[src/rtl/riscv_pkg.sv]
// rtl/riscv_pkg.sv - shared types for the RV32IM execute stage
package riscv_pkg;

  typedef enum logic [4:0] {
    ALU_ADD    = 5'd0,
    ALU_SUB    = 5'd1,
    ALU_SLL    = 5'd2,
    ALU_SLT    = 5'd3,
    ALU_SLTU   = 5'd4,
    ALU_XOR    = 5'd5,
    ALU_SRL    = 5'd6,
    ALU_SRA    = 5'd7,
    ALU_OR     = 5'd8,
    ALU_AND    = 5'd9,
    ALU_MUL    = 5'd10,
    ALU_MULH   = 5'd11,
    ALU_MULHSU = 5'd12,
    ALU_MULHU  = 5'd13,
    ALU_DIV    = 5'd14,
    ALU_DIVU   = 5'd15,
    ALU_REM    = 5'd16,
    ALU_REMU   = 5'd17
  } alu_op_t;

  localparam logic [1:0] FWD_RF  = 2'b00;
  localparam logic [1:0] FWD_WB  = 2'b01;
  localparam logic [1:0] FWD_MEM = 2'b10;

  typedef enum logic [1:0] {
    DIV_IDLE = 2'd0,
    DIV_BUSY = 2'd1,
    DIV_DONE = 2'd2
  } div_state_t;

  function automatic logic is_div_op(input alu_op_t op);
    return (op == ALU_DIV) || (op == ALU_DIVU) || (op == ALU_REM) || (op == ALU_REMU);
  endfunction

endpackage

[src/rtl/div_unit.sv]
// rtl/div_unit.sv - 32-step restoring divider with early-out and sign correction
module div_unit
  import riscv_pkg::*;
(
  input  logic        clk_i,
  input  logic        rst_i,
  input  logic        flush_i,
  input  logic        start_i,
  input  logic        signed_i,
  input  logic        rem_i,
  input  logic [31:0] a_i,
  input  logic [31:0] b_i,
  output logic        stall_o,
  output logic        done_o,
  output logic [31:0] result_o
);

  div_state_t  state, state_nxt;
  logic [4:0]  count;
  logic [31:0] quo, rem, divisor;
  logic        q_neg, r_neg, is_rem;

  logic        s_a, s_b, early;
  logic [31:0] a_abs, b_abs;
  logic [32:0] rem_sh, diff;

  assign s_a    = signed_i & a_i[31];
  assign s_b    = signed_i & b_i[31];
  assign a_abs  = s_a ? (32'd0 - a_i) : a_i;
  assign b_abs  = s_b ? (32'd0 - b_i) : b_i;
  assign early  = (b_i == 32'd0) ||
                  (signed_i && a_i == 32'h8000_0000 && b_i == 32'hFFFF_FFFF);
  assign rem_sh = {rem, quo[31]};
  assign diff   = rem_sh - {1'b0, divisor};

  always_ff @(posedge clk_i or posedge rst_i) begin
    if (rst_i) state <= DIV_IDLE;
    else       state <= state_nxt;
  end

  always_comb begin
    state_nxt = state;
    if (flush_i) begin
      state_nxt = DIV_IDLE;
    end else begin
      case (state)
        DIV_IDLE: if (start_i) state_nxt = early ? DIV_DONE : DIV_BUSY;
        DIV_BUSY: if (count == 5'd31) state_nxt = DIV_DONE;
        DIV_DONE: state_nxt = DIV_IDLE;
        default:  state_nxt = DIV_IDLE;
      endcase
    end
  end

  always_comb begin
    stall_o  = !flush_i && ((state == DIV_IDLE && start_i) || state == DIV_BUSY);
    done_o   = (state == DIV_DONE);
    result_o = is_rem ? (r_neg ? (32'd0 - rem) : rem)
                      : (q_neg ? (32'd0 - quo) : quo);
  end

  // Early-out results are stored pre-corrected, so their sign flags are cleared.
  always_ff @(posedge clk_i or posedge rst_i) begin
    if (rst_i) begin
      count   <= '0;
      quo     <= '0;
      rem     <= '0;
      divisor <= '0;
      q_neg   <= 1'b0;
      r_neg   <= 1'b0;
      is_rem  <= 1'b0;
    end else if (state == DIV_IDLE && start_i && !flush_i) begin
      count   <= '0;
      is_rem  <= rem_i;
      divisor <= b_abs;
      if (b_i == 32'd0) begin
        quo   <= 32'hFFFF_FFFF;
        rem   <= a_i;
        q_neg <= 1'b0;
        r_neg <= 1'b0;
      end else if (early) begin
        quo   <= 32'h8000_0000;
        rem   <= 32'd0;
        q_neg <= 1'b0;
        r_neg <= 1'b0;
      end else begin
        quo   <= a_abs;
        rem   <= 32'd0;
        q_neg <= s_a ^ s_b;
        r_neg <= s_a;
      end
    end else if (state == DIV_BUSY && !flush_i) begin
      count <= count + 5'd1;
      if (!diff[32]) begin
        rem <= diff[31:0];
        quo <= {quo[30:0], 1'b1};
      end else begin
        rem <= rem_sh[31:0];
        quo <= {quo[30:0], 1'b0};
      end
    end
  end

endmodule

[src/rtl/execute_stage.sv]
// rtl/execute_stage.sv - RV32IM EX stage with operand forwarding and EX/MEM register
module execute_stage
  import riscv_pkg::*;
#(
  parameter int XLEN = 32
) (
  input  logic            clk_i,
  input  logic            rst_i,
  input  logic            valid_i,
  input  logic [4:0]      alu_op_i,
  input  logic            alu_src_i,
  input  logic [XLEN-1:0] rs1_data_i,
  input  logic [XLEN-1:0] rs2_data_i,
  input  logic [XLEN-1:0] imm_i,
  input  logic [XLEN-1:0] mem_fwd_data_i,
  input  logic [XLEN-1:0] wb_fwd_data_i,
  input  logic [1:0]      fwd_rs1_i,
  input  logic [1:0]      fwd_rs2_i,
  input  logic [4:0]      rd_i,
  input  logic            reg_write_i,
  input  logic            mem_read_i,
  input  logic            mem_write_i,
  input  logic            flush_i,
  output logic            stall_o,
  output logic            mem_valid_o,
  output logic [XLEN-1:0] mem_alu_result_o,
  output logic [XLEN-1:0] mem_store_data_o,
  output logic [4:0]      mem_rd_o,
  output logic            mem_reg_write_o,
  output logic            mem_read_o,
  output logic            mem_write_o
);

  alu_op_t         op;
  logic [XLEN-1:0] op_a, rs2_fwd, op_b, alu_res, div_res;
  logic [63:0]     mul_a, mul_b, prod;
  logic            div_start, div_done;

  assign op = alu_op_t'(alu_op_i);

  always_comb begin
    case (fwd_rs1_i)
      FWD_MEM: op_a = mem_fwd_data_i;
      FWD_WB:  op_a = wb_fwd_data_i;
      default: op_a = rs1_data_i;
    endcase
    case (fwd_rs2_i)
      FWD_MEM: rs2_fwd = mem_fwd_data_i;
      FWD_WB:  rs2_fwd = wb_fwd_data_i;
      default: rs2_fwd = rs2_data_i;
    endcase
    op_b = alu_src_i ? imm_i : rs2_fwd;
  end

  // Sign-extend to 64 bits so one signed multiply covers all four MUL variants.
  assign mul_a = {{32{op_a[31] & (op == ALU_MULH || op == ALU_MULHSU)}}, op_a};
  assign mul_b = {{32{op_b[31] & (op == ALU_MULH)}}, op_b};
  assign prod  = mul_a * mul_b;

  always_comb begin
    case (op)
      ALU_ADD:    alu_res = op_a + op_b;
      ALU_SUB:    alu_res = op_a - op_b;
      ALU_SLL:    alu_res = op_a << op_b[4:0];
      ALU_SLT:    alu_res = {31'd0, $signed(op_a) < $signed(op_b)};
      ALU_SLTU:   alu_res = {31'd0, op_a < op_b};
      ALU_XOR:    alu_res = op_a ^ op_b;
      ALU_SRL:    alu_res = op_a >> op_b[4:0];
      ALU_SRA:    alu_res = $unsigned($signed(op_a) >>> op_b[4:0]);
      ALU_OR:     alu_res = op_a | op_b;
      ALU_AND:    alu_res = op_a & op_b;
      ALU_MUL:    alu_res = prod[31:0];
      ALU_MULH, ALU_MULHSU, ALU_MULHU: alu_res = prod[63:32];
      ALU_DIV, ALU_DIVU, ALU_REM, ALU_REMU: alu_res = div_res;
      default:    alu_res = '0;
    endcase
  end

  assign div_start = valid_i && is_div_op(op) && !flush_i;

  div_unit u_div (
    .clk_i    (clk_i),
    .rst_i    (rst_i),
    .flush_i  (flush_i),
    .start_i  (div_start),
    .signed_i (op == ALU_DIV || op == ALU_REM),
    .rem_i    (op == ALU_REM || op == ALU_REMU),
    .a_i      (op_a),
    .b_i      (op_b),
    .stall_o  (stall_o),
    .done_o   (div_done),
    .result_o (div_res)
  );

  // A divide only reaches EX/MEM from DONE; stall covers its start and BUSY cycles.
  always_ff @(posedge clk_i or posedge rst_i) begin
    if (rst_i) begin
      mem_valid_o      <= 1'b0;
      mem_alu_result_o <= '0;
      mem_store_data_o <= '0;
      mem_rd_o         <= '0;
      mem_reg_write_o  <= 1'b0;
      mem_read_o       <= 1'b0;
      mem_write_o      <= 1'b0;
    end else if (flush_i || stall_o || !valid_i || (is_div_op(op) && !div_done)) begin
      mem_valid_o      <= 1'b0;
      mem_reg_write_o  <= 1'b0;
      mem_read_o       <= 1'b0;
      mem_write_o      <= 1'b0;
    end else begin
      mem_valid_o      <= 1'b1;
      mem_alu_result_o <= alu_res;
      mem_store_data_o <= rs2_fwd;
      mem_rd_o         <= rd_i;
      mem_reg_write_o  <= reg_write_i;
      mem_read_o       <= mem_read_i;
      mem_write_o      <= mem_write_i;
    end
  end

endmodule

[config.mk]
export PLATFORM = sky130hd
export DESIGN_NAME = execute_stage
export DESIGN_NICKNAME = d
export VERILOG_FILES = /design/src/rtl/riscv_pkg.sv /design/src/rtl/div_unit.sv /design/src/rtl/execute_stage.sv
export SDC_FILE = /design/constraint.sdc
export NUM_CORES = 2
export LEC_CHECK = 0
export CORE_UTILIZATION = 30
export CTS_BUF_LIST = sky130_fd_sc_hd__clkbuf_8
export CTS_CLUSTER_SIZE = 20
export DETAILED_ROUTE_END_ITERATION = 8
export GPL_ROUTABILITY_DRIVEN = 0
export REMOVE_ABC_BUFFERS = 1
export SETUP_SLACK_MARGIN = 0.5
export SLEW_MARGIN = 0
export SYNTH_ARGS = -nofsm -noshare
export SYNTH_HDL_FRONTEND = slang
export SYNTH_SLANG_ARGS = --single-unit
[constraint.sdc]
create_clock -name clk_i -period 11.7 [get_ports clk_i]
set_input_delay 1.17 -clock clk_i [delete_from_list [all_inputs] [get_ports clk_i]]
set_output_delay 1.17 -clock clk_i [all_outputs]
set_load 0.02 [all_outputs]
== Yosys cells after proc, flatten, opt, wreduce, memory -nomap -nowiden ==
Index checks and enable logic that the tools add are counted.

* Bits in writable memories: 0
* Memories: 0
* Output and inout bits: 74
* Bits in read-only memories: 0
* Word-level logic and storage cells: 128
* Input bits: 182
* Flip-flop bits (word level): 179
* Bits in latches: 0

* Magnitude comparators: 2
* Equality and inequality tests: 28
* Bitwise logic cells: 8
* $add $sub $neg: 8
* $mul: 1
* Shifts and indexed selects: 3
* Reductions and logical operators: 30
* Muxes and demuxes: 33
* Div/mod/pow operators: 0

{| class="wikitable"
|+ Operator list
! cell !! count
|-
| two-way mux 32 bit || 14
|-
| one-hot mux 32 bit (13 select lines) || 1
|-
| one-hot mux 32 bit (2 select lines) || 2
|-
| subtractor 1 x 32 -> 32 bit (first input constant) || 4
|-
| == test 32 bit (second input constant) || 2
|-
| less-than comparator 32 bit || 2
|-
| multiplier 33 x 33 -> 64 bit || 1
|-
| == test 5 x 4 -> 1 bit (second input constant) || 8
|-
| subtractor 33 x 32 -> 33 bit || 1
|-
| adder 32 bit || 1
|-
| AND 32 bit || 1
|-
| zero test 32 bit || 1
|-
| bitwise OR 32 bit || 1
|-
| << shifter 32 x 5 -> 32 bit || 1
|-
| >> shifter 32 x 5 -> 32 bit || 1
|-
| >>> shifter 32 x 5 -> 32 bit || 1
|-
| subtractor 32 bit || 1
|-
| bitwise XOR 32 bit || 1
|-
| == test 5 x 3 -> 1 bit (second input constant) || 4
|-
| == test 5 bit (second input constant) || 3
|-
| logical OR 1 bit || 11
|-
| == test 5 x 2 -> 1 bit (second input constant) || 2
|-
| two-way mux 5 bit || 2
|-
| logical AND 1 bit || 9
|-
| other kinds (17) || 38
|}

== Longest topological paths before layout ==
* Depth after elaboration: 13
* Mapped depth: 42
* Mapped depth without buffers: 34

== Hierarchy ==
From an unflattened synthesis, not the netlist that was laid out.

* Cells, all modules: 7360
* Area total of the unflattened synthesis: 60194.0 um^2

{| class="wikitable"
|+ By module, submodules not included
! module !! times used !! seq. area each (um^2) !! cells an instance !! area each (um^2)
|-
| execute_stage || 1 || 1826.8 || 6101 || 50614.8
|-
| div_unit || 1 || 2652.5 || 1259 || 9579.2
|}

== Worst setup path before layout ==
OpenSTA, ideal clock, no wires.

* Kind: in2reg
* Start point: input port fwd_rs2_i[0]
* End point: register mem_alu_result_o[28]
* Arrival: 10.664 ns
* Data required time: 11.631 ns
* Stages: 37
* Slack: 0.967 ns
* Path buffers: 9
* Library setup time: 0.069 ns
* Cell sequence: inv_1 ha_1 buf_4 buf_2 buf_2 a22o_1 o221ai_2 buf_6 buf_4 buf_2 buf_2 buf_1 buf_1 nor2_1 fa_1 inv_1 fa_1 inv_1 fa_1 inv_1 fa_1 fa_1 fa_1 fa_1 inv_1 fa_1 ha_1 o211ai_1 o21a_1 o21a_1 a2111o_1 a2111oi_1 o21ai_1 o211ai_1 a21oi_1 or4b_1 nand3_1

* Word-level cells in the longest chain between the ends: 6
* Elaborated cells between the ends (all ways): 15
* Those cells by class: add/sub (2); mul (1); eq/ne (2); shift (3); mux (3); bitwise (4)

{| class="wikitable"
|+ RTL lines
! item !! line !! source
|-
| from (decl) || execute_stage.sv:18 || <nowiki>input logic [1:0] fwd_rs2_i,</nowiki>
|-
| == test 2 x 1 -> 1 bit / == test 2 bit (equally long branches) || execute_stage.sv:47 || <nowiki>case (fwd_rs2_i)</nowiki>
|-
| one-hot mux 32 bit (2 select lines) (*) || execute_stage.sv:47 ||
|-
| two-way mux 32 bit (*) || execute_stage.sv:52 || <nowiki>op_b = alu_src_i ? imm_i : rs2_fwd;</nowiki>
|-
| AND 1 bit || execute_stage.sv:57 || <nowiki>assign mul_b = {{32{op_b[31] & (op == ALU_MULH)}}, op_b};</nowiki>
|-
| multiplier 33 x 33 -> 64 bit || execute_stage.sv:58 || <nowiki>assign prod = mul_a * mul_b;</nowiki>
|-
| one-hot mux 32 bit (13 select lines) (*) || execute_stage.sv:61 || <nowiki>case (op)</nowiki>
|-
| to (signal assigned) || execute_stage.sv:112 || <nowiki>mem_alu_result_o <= alu_res;</nowiki>
|-
| to (decl) || execute_stage.sv:26 || <nowiki>output logic [XLEN-1:0] mem_alu_result_o,</nowiki>
|}

Every way passes the cells marked *; elsewhere a longest branch is shown, timed or not.
A chain may end at the register's enable or synchronous reset.

== Worst setup path in the final report ==
Ends and elaborated chain as after synthesis.

==> tab_implementation.tex <==
\begin{tabular}{lr}
\hline
Metric & Value \\
\hline
\multicolumn{2}{l}{\textbf{Outcome}} \\
Outcome & finished, violations left \\
Violations in the final reports & DRC, capacitance limit, slew limit \\
\multicolumn{2}{l}{\textbf{Detailed routing}} \\
Average wire length per cell after detail routing & roughly 27 µm \\
Wire length reported by the detailed router & 271 mm \\
Pre-Repair DR Iteration Count & 9 \\
Via count & $\sim$58k \\
Initial DRC count & 7,828 \\
DRC Markers & roughly 670 \\
Via-per-instance ratio & 5.70 \\
DRT antenna net count & 0 \\
\multicolumn{2}{l}{\textbf{Clock network}} \\
Skew-Pair Late Insertion Delay & around 680 ps \\
Clock tree from TritonCTS & built \\
Number of buffers inserted during clock tree synthesis & 17 \\
Hold\_buf cts & 0 \\
Count of buffers added by post-CTS timing repair for setup & 0 \\
Clock-pin slew on the worst setup and hold paths & 110 ps \\
Buffer type at the clock tree root & sky130\_fd\_sc\_hd\_\_clkbuf\_8 \\
Sinks on Clock Net & approximately 180 \\
Number of H-tree branching levels & 4 \\
Maximum buffer depth of the clock tree & 2 \\
\multicolumn{2}{l}{\textbf{Setup path}} \\
Crit path DAT & between 10,000 and 15,000 ps \\
Cell with the biggest individual delay on the critical path & sky130\_fd\_sc\_hd\_\_a2111oi\_2 \\
Worst Reg2Reg Path Length in Cells & 10 \\
Worst Path Required & 12,290 ps \\
Crit. End Element & flop \\
Worst R2R Start & u\_div.rem[10]\$\_DFFE\_PP0P\_ \\
Worst R2R End & mem\_alu\_result\_o[26]\$\_DFFE\_PP0P\_ \\
Top fanout value on the critical path & 26 \\
Most used cell, CP & sky130\_fd\_sc\_hd\_\_fa\_1 \\
Biggest cell delay along the critical path & approximately 670 ps \\
Category of the worst setup path launch point & input pin \\
Worst reg2reg setup slack & 6720 ps \\
Startpoint-to-endpoint class of the critical path & input pin to flop \\
\multicolumn{2}{l}{\textbf{Min path}} \\
Class of the tightest hold or removal check & flop to flop \\
Worst Hold Launch & mem\_rd\_o[3]\$\_DFFE\_PP0P\_ \\
Worst-case hold path end point & mem\_rd\_o[3]\$\_DFFE\_PP0P\_ \\
Worst Hold Path Cells & 2 \\
\multicolumn{2}{l}{\textbf{Timing}} \\
Count of final setup violators & 0 \\
Worst slew margin & -9.77\% \\
Final critical-path required period & around 11,000 ps \\
Achievable Freq & between 90 and 100 MHz \\
Worst-margin pin slew & around 1600 ps \\
Final Cycle Share & between 90\% and 100\% \\
Final-layout worst hold slack & between 400 and 500 ps \\
Unrepaired setup endpoints after global routing & yes \\
Final hold violation count & 0 \\
Clock skew & 45.4 ps \\
Worst setup margin & about 640 ps \\
Final max-slew violation count & 3 \\
\multicolumn{2}{l}{\textbf{Logic synthesis}} \\
Async set or reset register ratio after synthesis & 100\% \\
Number of distinct standard cells referenced by the synthesized netlist & between 90 and 100 \\
Flops \& latches, synth & 179 \\
Cell with the most instances after synthesis & sky130\_fd\_sc\_hd\_\_inv\_1 \\
Area share of the largest cell type after synthesis & around 37\% \\
Syn. warnings & 0 \\
Cell taking the most area after synthesis & sky130\_fd\_sc\_hd\_\_fa\_1 \\
Post-synthesis instance area & slightly above 60,000 µm² \\
Number of enable-type register cells in the synthesized netlist & 0 \\
Largest cells by area after synthesis & sky130\_fd\_sc\_hd\_\_fa\_1 (37\%), sky130\_fd\_sc\_hd\_\_inv\_1 (7.8\%), sky130\_fd\_sc\_hd\_\_dfrtp\_1 (7.4\%), sky130\_fd\_sc\_hd\_\_ha\_1 (7.3\%), sky130\_fd\_sc\_hd\_\_nand2\_1 (6.9\%) \\
Proportion of synthesized chip area in sequential cells & $\sim$7.4\% \\
Post-synthesis instance total & $\sim$7.4k \\
Most frequent cells after synthesis & sky130\_fd\_sc\_hd\_\_inv\_1 (1,262), sky130\_fd\_sc\_hd\_\_fa\_1 (1,128), sky130\_fd\_sc\_hd\_\_nand2\_1 (1,117) \\
Average size of a mapped cell & between 8 and 9 µm² \\
Top FF cell, synth & sky130\_fd\_sc\_hd\_\_dfrtp\_1 \\
\multicolumn{2}{l}{\textbf{Placement}} \\
Area of placed instances & approximately 67,000 µm² \\
Pre-CTS setup slack & approximately 38 ps \\
Half-perimeter wire length after placement & 213 mm \\
Number of buffers added on ports & roughly 260 \\
\multicolumn{2}{l}{\textbf{Floorplanning}} \\
Placeable Area & 200,000 µm² \\
Die extent in y & around 450 µm \\
Full die area & $\sim$200,000 µm² \\
Number of ports placed on the die boundary & approximately 260 \\
Std-Cell Rows & 164 \\
X dimension of the die & around 450 µm \\
Initial cell density of the core & between 30\% and 40\% \\
\multicolumn{2}{l}{\textbf{Cells and area}} \\
Fraction of layout instances using a drive strength above 1 & 6.09\% \\
Fin area & roughly 68,000 µm² \\
Final core utilization & roughly 34\% \\
Fill cell instance count of the final layout & 20.9k \\
Area Overhead vs Synth & 11.6\% \\
Net total in the final layout & 9,121 \\
\multicolumn{2}{l}{\textbf{Global routing}} \\
Overall global routing resource usage & a little over a quarter \\
Total gr overflow & 0 \\
Wire length of the first global-routing pass & about 400 mm \\
Initial antenna violation count & 27 \\
Number of global-route vias before repair & approximately 59k \\
Maximum number of pins on one net before global-route repair & 78 \\
\multicolumn{2}{l}{\textbf{Flow run}} \\
Max-cap violation count & 2 \\
\hline
\end{tabular}
how the worst max path moves through the flow:
| stage | from | to | slack [ps] | cells past startpoint |
|---|---|---|---|---|
| after floorplan | fwd_rs2_i[0] | mem_alu_result_o[25]$_DFFE_PP0P_ | -4830 | 30 |
| after global placement | fwd_rs2_i[0] | mem_alu_result_o[28]$_DFFE_PP0P_ | -30 | 32 |
| after detailed placement | fwd_rs2_i[0] | mem_alu_result_o[28]$_DFFE_PP0P_ | 40 | 32 |
| after CTS | fwd_rs2_i[0] | mem_alu_result_o[28]$_DFFE_PP0P_ | 690 | 32 |
| after global routing | fwd_rs2_i[0] | mem_alu_result_o[28]$_DFFE_PP0P_ | 400 | 32 |
| final | fwd_rs2_i[0] | mem_alu_result_o[28]$_DFFE_PP0P_ | 640 | 32 |
critical path: cells and delay by family:
kind | cells | cell delay [ps]
adders and majority gates | 10 | 4920
AOI/OAI and AO/OA | 9 | 2790
buffers and inverters | 9 | 1690
and+or+nand+nor | 4 | 1060
placed cells by master (no fill, tap or decap), drive strengths merged, types with 22 or more instances in the layout:
cell / Yosys / layout
o22ai: 34 / 34
nor4: 22 / 22
o21ai: 346 / 346
a211oi: 67 / 67
and2: 28 / 28
inv: 1271 / 1279
nand3: 63 / 63
nor2: 630 / 630
o21a: 37 / 37
buf: 131 / 274
o31ai: 64 / 64
fa: 1128 / 1128
nand2b: 43 / 43
a22oi: 58 / 58
a221o: 43 / 43
o211ai: 55 / 55
nand2: 1117 / 1117
nor3: 86 / 86
ha: 352 / 352
mux2: 27 / 27
nand4: 39 / 39
mux2i: 157 / 157
a21o: 60 / 60
xnor2: 159 / 159
or3: 42 / 42
a31oi: 93 / 93
o221ai: 36 / 36
a21oi: 256 / 256
xor2: 59 / 59
and3: 27 / 27
a221oi: 32 / 32
nor2b: 31 / 31
clkdlybuf4s50: 0 / 254
a2111oi: 22 / 22
dfrtp: 179 / 179
sequential cells by signal, indices dropped and copies added (netlist names):
signal and cells:
mem_write_o 1, u_div.count 5, mem_alu_result_o 32, mem_reg_write_o 1
u_div.quo 32, mem_store_data_o 32, mem_valid_o 1, u_div.state 2
u_div.q_neg 1, mem_read_o 1, u_div.is_rem 1, mem_rd_o 5
u_div.rem 32, u_div.r_neg 1, u_div.divisor 32
what timing repair did:
item | CTS | global route
hold endpoints to repair | 0 | 0
setup endpoints to repair | 0 | 7
resized for setup | 0 | 3
kinds of logic (layout without fill, tap and decap cells):
| logic type | after synthesis | count (layout) | share of synthesized area [%] |
|---|---|---|---|
| other | 0 | 14 | 0 |
| and+or+nand+nor | 2193 | 2193 | 15.4 |
| DFF | 179 | 179 | 7.41 |
| AOI/OAI and AO/OA | 1377 | 1377 | 15.2 |
| xor gates and xnor gates | 218 | 218 | 3.16 |
| buffers and inverters | 1758 | 1841 | 11.1 |
| adders and majority gates | 1480 | 1480 | 44.6 |
| muxes | 184 | 184 | 3.10 |
area by class of cell:
| type | instances | area [µm²] | share of cell area (%) |
|---|---|---|---|
| Clock buffer | 18 | 248 | 0.367 |
| Sequential cell | 179 | 4480 | 6.64 |
| Multi-Input combinational cell | 5452 | 49700 | 73.7 |
| Antenna cell | 14 | 35.0 | 0.0519 |
| Inverter | 1281 | 4820 | 7.13 |
| Tap cell | 2656 | 3320 | 4.92 |
| Clock inverter | 14 | 169 | 0.250 |
| Timing Repair Buffer | 528 | 4710 | 6.98 |
metal layers:
| layer | vias up | global-route usage (%) | wire length [µm] |
|---|---|---|---|
| met5 | - | 0 | 165 |
| met4 | 22 | 19.9 | 25600 |
| met3 | 1127 | 8.87 | 33500 |
| met2 | 4068 | 39.7 | 115000 |
| met1 | 28720 | 31.4 | 97000 |
| li1 | 23907 | - | - |
per-stage QoR:
stage	std cells	TNS (ps)
after floorplan	6912	-132630
after global placement	10094	-25.7
after detailed placement	10094	0
after CTS	10126	0
after global routing	10130	0
final	10142	0
Power is not shown: default switching activity piles up to over one toggle a cycle in this logic, so the estimate is an artifact.
